**config.mk**
```make
export PLATFORM = sky130hd
export DESIGN_NAME = cordic_polar
export DESIGN_NICKNAME = d
export VERILOG_FILES = /design/src/rtl/cordic_polar.sv
export SDC_FILE = /design/constraint.sdc
export NUM_CORES = 1
export LEC_CHECK = 0
export BUFFER_PORTS_ARGS = -buffer_cell sky130_fd_sc_hd__clkbuf_2
export CAP_MARGIN = 20
export CELL_PAD_IN_SITES_DETAIL_PLACEMENT = 1
export CELL_PAD_IN_SITES_GLOBAL_PLACEMENT = 2
export CORE_MARGIN = 2
export CORE_UTILIZATION = 36
export DETAILED_ROUTE_END_ITERATION = 6
export GPL_TIMING_DRIVEN = 0
export PLACE_DENSITY_LB_ADDON = 0.1
export SLEW_MARGIN = 20
export SYNTH_ARGS = -nofsm -noshare
export SYNTH_HDL_FRONTEND = slang
export SYNTH_SLANG_ARGS = --single-unit
```
**constraint.sdc**
```tcl
create_clock -name clock -period 6 [get_ports clock]
set_input_delay 1.2 -clock clock [delete_from_list [all_inputs] [get_ports clock]]
set_output_delay 1.2 -clock clock [all_outputs]
set_load 0.005 [all_outputs]
```
**src/rtl/cordic_polar.sv**
```systemverilog
// Rectangular-to-polar converter: iterative vectoring-mode CORDIC returning the
// gain-compensated magnitude and atan2(N, M) scaled so that +-pi = +-2^(ANG_W-1).
module cordic_polar #(
  parameter int IN_W  = 15,
  parameter int MAG_W = 16,
  parameter int ANG_W = 13,
  parameter int ITER  = 14
) (
  input  logic             clock,
  input  logic             reset,
  input  logic             in_valid,
  output logic             in_ready,
  input  logic [IN_W-1:0]  M,
  input  logic [IN_W-1:0]  N,
  output logic             out_valid,
  input  logic             out_ready,
  output logic [MAG_W-1:0] mag,
  output logic [ANG_W-1:0] ang,
  output logic             busy
);

  localparam int XW = IN_W + 2;
  localparam int ZW = ANG_W + 3;
  localparam int PW = XW + 17;
  localparam int SH = 22 - ANG_W;
  localparam logic [31:0] ATAN_RND = (32'd1 << SH) >> 1;
  localparam logic [PW-1:0] GAIN_INV = PW'(39797);
  localparam logic [PW-1:0] MAG_RND = PW'(32768);
  localparam logic signed [ZW-1:0] Z_HALF = {2'b01, {(ZW-2){1'b0}}};

  typedef enum logic [2:0] {S_IDLE, S_PRE, S_ITER, S_SCALE, S_OUT} state_t;

  // atan(2^-i)/pi scaled by 2^24; rescaled with rounding to the z resolution.
  function automatic logic [23:0] atan_base(input logic [4:0] idx);
    case (idx)
      5'd0:    atan_base = 24'd4194304;
      5'd1:    atan_base = 24'd2476042;
      5'd2:    atan_base = 24'd1308273;
      5'd3:    atan_base = 24'd664100;
      5'd4:    atan_base = 24'd333339;
      5'd5:    atan_base = 24'd166832;
      5'd6:    atan_base = 24'd83436;
      5'd7:    atan_base = 24'd41721;
      5'd8:    atan_base = 24'd20861;
      5'd9:    atan_base = 24'd10430;
      5'd10:   atan_base = 24'd5215;
      5'd11:   atan_base = 24'd2608;
      5'd12:   atan_base = 24'd1304;
      5'd13:   atan_base = 24'd652;
      5'd14:   atan_base = 24'd326;
      5'd15:   atan_base = 24'd163;
      5'd16:   atan_base = 24'd81;
      5'd17:   atan_base = 24'd41;
      5'd18:   atan_base = 24'd20;
      5'd19:   atan_base = 24'd10;
      default: atan_base = '0;
    endcase
  endfunction

  state_t                  state_q, state_d;
  logic signed [XW-1:0]    x_q, x_d, y_q, y_d;
  logic signed [XW-1:0]    x_sh, y_sh;
  logic signed [ZW-1:0]    z_q, z_d, atan_z;
  logic [4:0]              cnt_q, cnt_d;
  logic                    zero_q, zero_d;
  logic [MAG_W-1:0]        mag_q, mag_d;
  logic [ANG_W-1:0]        ang_q, ang_d;
  logic [PW-1:0]           mag_full;
  logic                    accept;

  always_comb begin
    in_ready  = !reset && ((state_q == S_IDLE) || ((state_q == S_OUT) && out_ready));
    accept    = in_valid && in_ready;
    out_valid = (state_q == S_OUT);
    busy      = (state_q != S_IDLE);
    mag       = mag_q;
    ang       = ang_q;
  end

  always_comb begin
    state_d  = state_q;
    x_d      = x_q;
    y_d      = y_q;
    z_d      = z_q;
    cnt_d    = cnt_q;
    zero_d   = zero_q;
    mag_d    = mag_q;
    ang_d    = ang_q;
    x_sh     = x_q >>> cnt_q;
    y_sh     = y_q >>> cnt_q;
    atan_z   = ZW'((32'(atan_base(cnt_q)) + ATAN_RND) >> SH);
    mag_full = (PW'(x_q[XW-2:0]) * GAIN_INV + MAG_RND) >> 16;

    case (state_q)
      S_IDLE: ;
      S_PRE: begin
        cnt_d   = '0;
        state_d = S_ITER;
        if (x_q[XW-1] && !y_q[XW-1]) begin
          x_d = y_q;
          y_d = -x_q;
          z_d = Z_HALF;
        end else if (x_q[XW-1]) begin
          x_d = -y_q;
          y_d = x_q;
          z_d = -Z_HALF;
        end else begin
          z_d = '0;
        end
      end
      S_ITER: begin
        if (!y_q[XW-1]) begin
          x_d = x_q + y_sh;
          y_d = y_q - x_sh;
          z_d = z_q + atan_z;
        end else begin
          x_d = x_q - y_sh;
          y_d = y_q + x_sh;
          z_d = z_q - atan_z;
        end
        cnt_d = cnt_q + 5'd1;
        if (cnt_q == 5'(ITER - 1)) state_d = S_SCALE;
      end
      S_SCALE: begin
        // A zero vector would otherwise accumulate the whole atan table into z.
        if (zero_q || x_q[XW-1]) mag_d = '0;
        else if (|mag_full[PW-1:MAG_W]) mag_d = '1;
        else mag_d = mag_full[MAG_W-1:0];
        ang_d   = zero_q ? '0 : ANG_W'((z_q + ZW'(4)) >>> 3);
        state_d = S_OUT;
      end
      S_OUT: begin
        if (out_ready) state_d = S_IDLE;
      end
      default: state_d = S_IDLE;
    endcase

    if (accept) begin
      x_d     = {{(XW-IN_W){M[IN_W-1]}}, M};
      y_d     = {{(XW-IN_W){N[IN_W-1]}}, N};
      zero_d  = (M == '0) && (N == '0);
      state_d = S_PRE;
    end
  end

  always_ff @(posedge clock) begin
    if (reset) begin
      state_q <= S_IDLE;
      x_q     <= '0;
      y_q     <= '0;
      z_q     <= '0;
      cnt_q   <= '0;
      zero_q  <= 1'b0;
      mag_q   <= '0;
      ang_q   <= '0;
    end else begin
      state_q <= state_d;
      x_q     <= x_d;
      y_q     <= y_d;
      z_q     <= z_d;
      cnt_q   <= cnt_d;
      zero_q  <= zero_d;
      mag_q   <= mag_d;
      ang_q   <= ang_d;
    end
  end

endmodule

```
== After elaboration in Yosys (flattened, before gate mapping) ==
Memories as Yosys holds them, arrays and structs flattened. A register that Yosys moved wholly into a read port is not among the register bits.
Cells that the tools add are included.
Word-level totals
  flip-flop bits (word level): 88
  input bits: 34
  logic and storage cells: 82
  memory bits (read-only): 736
  memories: 1
Cells by class
  $add $sub $neg: 12
  reductions and logical operators: 20
  bitwise gates (word level): 1
  eq/ne operators: 11
  shifts and indexed selects: 2
  $mul: 1
  muxes and demuxes: 24
Memory list
  (no name shown): words 32, width 23, rd ports 1, clocked after memory_dff 1, wr ports 0, line 35  | case (idx)
Operator list (number)
  $mux 17: 8
  $mux 16: 5
  $pmux 17 s2: 2
  $add 17x17->17: 2
  $neg 17->17: 2
  $sshr 17x5->17: 2
  $sub 17x17->17: 2
  $add 32x16->33 const B: 1
  $mul 16x16->32 const B: 1
  $pmux 16 s2: 1
  $logic_not 15->1: 2
  $add 24x9->25 const B: 1
  $add 16x16->16: 1
  $add 16x4->16 const B: 1
  $sub 16x16->16: 1
  $pmux 3 s5: 1
  $mux 13: 1
  $mux 5: 2
  $pmux 5 s2: 1
  $eq 3x2->1 const B: 2
  $mux 3: 2
  $reduce_and 3->1: 2
  $reduce_bool 3->1: 2
  $add 5x1->5 const B: 1
  other kinds (17): 25

== Depth between registers and ports, before layout ==
Gate-level depths: netlist (run 1).
  depth in word-level cells: 7
  depth in mapped cells: 25

== Worst setup path before layout (run 1) ==
Ideal clock, no wire load.
  kind: reg2reg
  start: reg x_q[6]
  end: reg mag_q[6] (netlist: mag[6])
  data required time: 5929 ps
  cell stages (with the launch flop): 25
  slack: -459 ps
  arrival time: 6389 ps
  cells stage by stage: dfxtp_1 inv_1 fa_1 fa_1 inv_1 fa_1 inv_1 fa_1 inv_1 fa_1 inv_1 fa_1 inv_1 ha_1 nand3_1 nor3_1 o21ai_0 and4b_1 a21oi_1 a41oi_1 o32a_1 a311oi_2 buf_2 o21ai_0 a21oi_1
On the way
  word-level cells in the longest chain between the ends: 5
Ends and longest elaborated chain
  from (decl): line 61  | logic signed [XW-1:0] x_q, x_d, y_q, y_d;
  from (signal assigned): line 149  | x_q <= '0;
  from (signal assigned): line 158  | x_q <= x_d;
  $mul 16x16->32 (*): line 92  | mag_full = (PW'(x_q[XW-2:0]) * GAIN_INV + MAG_RND) >> 16;
  $add 32x16->33 (*): line 92
  $reduce_or 2->1: line 127  | else if (|mag_full[PW-1:MAG_W]) mag_d = '1;
  $mux 16 (*): line 127
  $mux 16 (*): line 126  | if (zero_q || x_q[XW-1]) mag_d = '0;
  to (signal assigned): line 163  | mag_q <= mag_d;
  to (decl): line 66  | logic [MAG_W-1:0] mag_q, mag_d;
Mark *: on every way between the ends. The rest lies on a longest branch, timed or not.
A chain may end at the register's enable or synchronous reset.

== Final worst setup path (run 1) ==
  start: reg x_q[9]
  end: reg mag_q[4] (netlist: mag[4])
The elaborated chain is that of the path after synthesis.

==> reports/results.tsv, run 1 <==
metric	value	unit
syn_area	15400	sq um
fmax	0.163	GHz
crit_type	reg -> reg	
grt_antenna_before_repair	3	
synth_cells	1827	
cts_root_buffer	clkbuf_16	
insertion_delay	400	ps
path_max_fanout	5	
core_area	42000	sq um
totalWireLength	60000	microns
ys_async_sr_fraction	0	%
synth-warning-count	0	
gr-total-overflow	0	
hold_viol	0	
avgSynthCellArea	8.43	sq um
detail-route-antenna-nets	0	
min_period_over_period	102	%
leakagePower	0.00782	uW
power_density	426	nW/um^2
syn_to_final_growth	14.2	%
drive_above_1_share	15.4	%
grt_max_degree	21	
drtIter0Drc	1059	
tightest_slew	976	ps
initial_core_util	36.6	%
crit_required	6320	ps
synth_top_family_by_area	adder cells	
crit_path_end_kind	register	
status	finished with violations	
cp.arrival	6460	ps
vdd_ir_drop_max	473	uV
synthSimpleGateAreaFrac	15.8	%
fillers	5033	
cp-start-kind	register	
routedWlPerCell	24.1	microns
maxSlewHeadroom	35.0	%
final_nets	2287	
synth_top_area_share	16.3	%
grt_setup_unrepaired	true	
drt_pass1_iterations	6	
port_buffers	65	
yosys.area.top_type	ha_1	
yosysMostFrequentCell	ha_1	
synth_compound_area_share	17.5	%
total_power	7490	uW
yosysUniqueCellTypes	89	
design.die.area	44400	sq um
syn-num-nets	2167	
rows	75	
yosys.area_share.xor_xnor	7.74	%
place_congestion	0.899	
synth.area.mux_share	7.11	%
violations	setup timing	
cap_violations	0	
synth-seq-cells	103	
cts_tree	done	
slew_viol_final	0	
fin_crit	6140	ps
utilization	41.8	%
drc_errors	0	
cts_buffer_depth	2	
synthFlopType	dfxtp_1	
ys_top_cells_by_area	ha_1 16%, fa_1 14%, dfxtp_1 13%, inv_1 4.8%, xnor2_1 4.4%	
cts.hold.buffers_added	0	
synth_seq_area_share	13.4	%
viasPerCell	5.77	
setup_violations	14	
detailed_place_hpwl	46700	microns
cts_made_buffers	9	
grt_util_all_layers	27.5	%
htreeDepth	3	
clk_pin_slew	90	ps
fp.dieH	211	microns
via_count	14369	
synth_edf_count	0	
hold_path.class	reg -> reg	
grt_pass1_wl	91200	microns
reg2reg_slack	-140	ps
fin_ws	-141	ps
die_w	211	microns
io_pins	66	
skew	18.3	ps
ys_top_cells_by_count	200 x ha_1, 198 x inv_1, 167 x nor2_1, 129 x nand2_1, 114 x a21oi_1	
cts.sinks	103	
synthAdderAreaFrac	30.0	%
grt_pass1_vias	15020	
## report_power, final
part	internal (uW)	switching (uW)	leakage (uW)	total [uW]
clock network	338	354	0.000157	691
registers	745	120	0.000848	864
logic	2500	3430	0.00681	5940
total	3590	3910	0.00782	7490
## per-layer routing
layer  track usage [%]  wire (microns)  up-vias
met3              6.01            4420       89
met2              44.2           27100      434
met4              9.06            1780        4
met5                 0              28        -
li1                  -               -     6641
met1              36.7           26700     7201
## layout by cell type (no fill, tap or decap), drive strengths merged, types with 17 or more instances in the layout
cell type / synthesis / final
nand2: 129 / 129
ha: 200 / 200
nor2: 167 / 167
a31oi: 28 / 28
dfxtp: 103 / 103
a21oi: 114 / 114
o21ai: 79 / 79
inv: 199 / 197
a22oi: 22 / 22
nand2b: 23 / 23
mux4: 32 / 32
nand3: 37 / 37
nor3: 41 / 41
buf: 26 / 67
clkbuf: 67 / 144
xor2: 59 / 59
fa: 106 / 106
a21o: 17 / 17
mux2i: 25 / 25
xnor2: 77 / 77
o22ai: 21 / 21
## worst max-delay path: stages (launching register included)
cell and delay [ps]:
dfxtp_4 400, clkinvlp_4 160, fa_1 510, fa_1 490, inv_1 50, fa_1 470
fa_1 490, fa_1 490, inv_1 50, fa_1 490, inv_2 50, ha_4 280
nand3_4 90, nor3_4 150, o21ai_2 110, and4b_2 280, a21oi_4 230, a41oi_4 140
o32a_1 370, a311oi_4 350, buf_6 200, o21ai_2 60, a21oi_1 160
## area by class of cell
class                   instances  area, sq um  share of cell area (%)
diodes                          1         2.50                  0.0142
clock buffers                   9          225                    1.28
inverters                     200          787                    4.47
flip-flops and latches        103         2110                    12.0
plain buffers                  94          554                    3.15
multi-input cells            1430        12400                    70.7
clock inverters                 7         95.1                   0.541
well taps                     539          674                    3.83
repair buffers                109          706                    4.01
## logic make-up after synthesis
kind of cell | after synthesis
AO/OA/AOI/OAI | 411
buffers and inverters | 294
XOR/XNOR | 136
AND/OR/NAND/NOR | 510
multiplexers | 67
flip-flops | 103
adder cells (fa/ha/maj) | 306
## per-stage QoR
stage | hold slack [ps] | instances | instance area, sq um | worst slack [ps] | setup TNS, ps
after floorplan | 448 | 1827 | 15400 | 4.02 | 0
after global placement | 436 | 2431 | 16400 | -1490 | -20920
after detailed placement | 442 | 2431 | 16400 | -1500 | -21140
after CTS | 451 | 2471 | 17200 | -260 | -3050
after global routing | 483 | 2491 | 17600 | -359 | -4510
final | 448 | 2492 | 17600 | -141 | -1180
## worst paths after layout
check / depth (start not counted) / from / to
max: 22 / x_q[9] / mag[4]
min reg2reg: 2 / mag[8] / mag[8]
min: 2 / mag[8] / mag[8]
max reg2reg: 22 / x_q[9] / mag[4]
## repair_timing
item,4_1_cts,5_1_grt
pin swaps,47,35
cloned,1,0
resized for setup,74,56
setup buffers,23,20
endpoints found under the setup margin,16,28
Power figures use the tool's default switching activity.
==> inputs of run 2 (changes only) <==
--- a/config.mk
+++ b/config.mk
@@ -5,7 +5,7 @@
 export SDC_FILE = /design/constraint.sdc
 export NUM_CORES = 1
 export LEC_CHECK = 0
-export BUFFER_PORTS_ARGS = -buffer_cell sky130_fd_sc_hd__clkbuf_2
+export BUFFER_PORTS_ARGS = -buffer_cell sky130_fd_sc_hd__buf_4
 export CAP_MARGIN = 20
 export CELL_PAD_IN_SITES_DETAIL_PLACEMENT = 1
 export CELL_PAD_IN_SITES_GLOBAL_PLACEMENT = 2
==> run 2 against run 1 <==
Clock power down 0.9%; utilization is 0.46 points higher; design area increased by 1.1%; die area unchanged; first-iteration DRC count decreased by 13%; sequential power about the same; power is 0.94% lower; sequential share of layout area decreased by 0.13 points; critical path depth up 1; the run still ends with setup timing left; wire length is 1.6% higher; register-to-register slack got worse by 20 ps.
==> reports/results.tsv, run 2 (synthesis results as in run 1) <==
metric	value	unit	change
crit_path_end_kind	register		
core_area	42000	sq um	unchanged
violations	setup timing		
final_common_cell	ha_1		
routedWlPerCell	24.5	microns	+1.6%
crit_path_frequent_cell	fa_1		
gr-total-overflow	0		unchanged
grt_antenna_before_repair	1		-2
routed.top_layer	met5		
crit_slowest_cell	fa_1		
via_count	14359		-0.070%
reg2reg_slack	-170	ps	-20 ps
final_nets	2288		+0.044%
hold_viol	0		unchanged
n_antenna_cell	0		-1
crit_buf_inv	6		+1
vdd_ir_drop_max	383	uV	-19%
hold_ws	449	ps	+1.26 ps
insertion_delay	400	ps	about the same
detail-route-antenna-nets	0		unchanged
place_congestion	0.884		-1.7%
hold_path.class	reg -> reg		
rows	75		unchanged
crit_chain	clkinvlp_4, fa_1, fa_1, inv_1, fa_1, fa_1, fa_1, inv_2, fa_1, inv_2, ha_4, nand3_4, nor3_4, o21ai_4, and4b_2, a21oi_4, a41oi_4, o32a_1, a311oi_4, buf_4, buf_6, nor2_1, o21ai_1		
leakagePower	0.00786	uW	+0.55%
path_max_fanout	5		unchanged
grt_util_all_layers	27.8	%	+0.27 points
cts.sinks	103		unchanged
final_cell_mix	187 x ha_1, 182 x inv_1, 164 x nor2_1		
min_period_over_period	103	%	+0.40 points
design.die.area	44400	sq um	unchanged
viasPerCell	5.76		about the same
cap_violations	0		unchanged
drive_above_1_share	15.8	%	+0.40 points
initial_core_util	36.6	%	unchanged
crit_required	6330	ps	about the same
cts_tree	done		
drtIter0Drc	917		-13%
cp-start-kind	register		
crit_cells	23		+4.5%
crit_family	adder cells		
slew_viol_final	0		unchanged
fp.dieH	211	microns	unchanged
detailed_place_hpwl	46900	microns	+0.55%
totalWireLength	60900	microns	+1.6%
io_pins	66		unchanged
cts_buffer_depth	2		unchanged
port_buffers	65		unchanged
grt_pass1_vias	15023		+0.020%
wl_met1	27200	microns	+2.1%
drt_pass1_iterations	5		-1
maxSlewHeadroom	26.2	%	-8.7 points
wl_met3	4500	microns	+1.7%
dp_slack	-1530	ps	-30.5 ps
fin_crit	6170	ps	+23.9 ps
drc_errors	0		unchanged
power_density	417	nW/um^2	-2.0%
cpPeakStageDelay	530	ps	+20 ps
tightest_slew	1100	ps	+125 ps
cts_made_buffers	9		unchanged
post-place-cells	2431		unchanged
ff2ff_path_depth	23		+4.5%
cp.arrival	6490	ps	+30 ps
grt_pass1_wl	91700	microns	+0.57%
crit_type	reg -> reg		
fin_ws	-165	ps	-23.9 ps
met2WireLength	27600	microns	+1.8%
grt_setup_unrepaired	true		
cts_root_buffer	clkbuf_16		
instances_no_fill	2492		unchanged
syn_to_final_growth	15.5	%	
setup_violations	15		+1
skew	19.2	ps	+0.872 ps
worstHoldPathCells	2		unchanged
grt_max_degree	21		unchanged
status	finished with violations		
die_w	211	microns	unchanged
fmax	0.162	GHz	-0.39%
htreeDepth	3		unchanged
clk_pin_slew	90	ps	about the same
-- run 2: what timing repair did --
action                                  4_1_cts  5_1_grt
endpoints found under the setup margin       17       25
pin swaps                                    39       34
cloned                                        1        0
hold buffers                                  0        0
buffers inserted                             24       21
gates resized for setup                      64       71
-- run 2: worst min-delay path, stage by stage (launching register included) --
cell	delay [ps]
dfxtp_1	320
nand2_1	50
o21ai_1	50
-- run 2: final cells by class --
class | count | area (sq um)
well taps | 539 | 674
clock inverters | 6 | 71.3
fillers | 5021 | 24300
flip-flops and latches | 103 | 2110
repair buffers | 110 | 865
multi-input cells | 1430 | 12500
clock buffers | 10 | 250
plain buffers | 94 | 554
inverters | 200 | 796
-- run 2: through the flow --
stage / total power [uW] / cell area, sq um / utilization [%] / setup TNS [ps]
final: 7420 / 17800 / 42.3 / -1780
after global routing: 8180 / 17800 / 42.3 / -5110
after CTS: 7140 / 17300 / 41.2 / -2660
after detailed placement: 5990 / 16600 / 39.5 / -21760
after global placement: 5890 / 16600 / 39.5 / -21560
after floorplan: 4610 / 15400 / - / 0
-- run 2: final timing paths --
kind / startpoint / endpoint
hold / removal: mag[1] / mag[1]
hold reg to reg: mag[1] / mag[1]
setup / recovery: x_q[10] / mag[5]
setup reg to reg: x_q[10] / mag[5]
-- run 2: layer usage --
metal,global-route usage (%),vias to the layer above
li1,-,6639
met1,36.7,7189
met2,44.5,445
met3,7.18,84
met4,8.23,2
met5,0,-
-- run 2: report_power, final --
| part | total [uW] | internal (uW) | switching (uW) |
|---|---|---|---|
| combinational | 5870 | 2460 | 3410 |
| clock | 685 | 322 | 363 |
| sequential | 865 | 745 | 120 |
| total | 7420 | 3530 | 3900 |
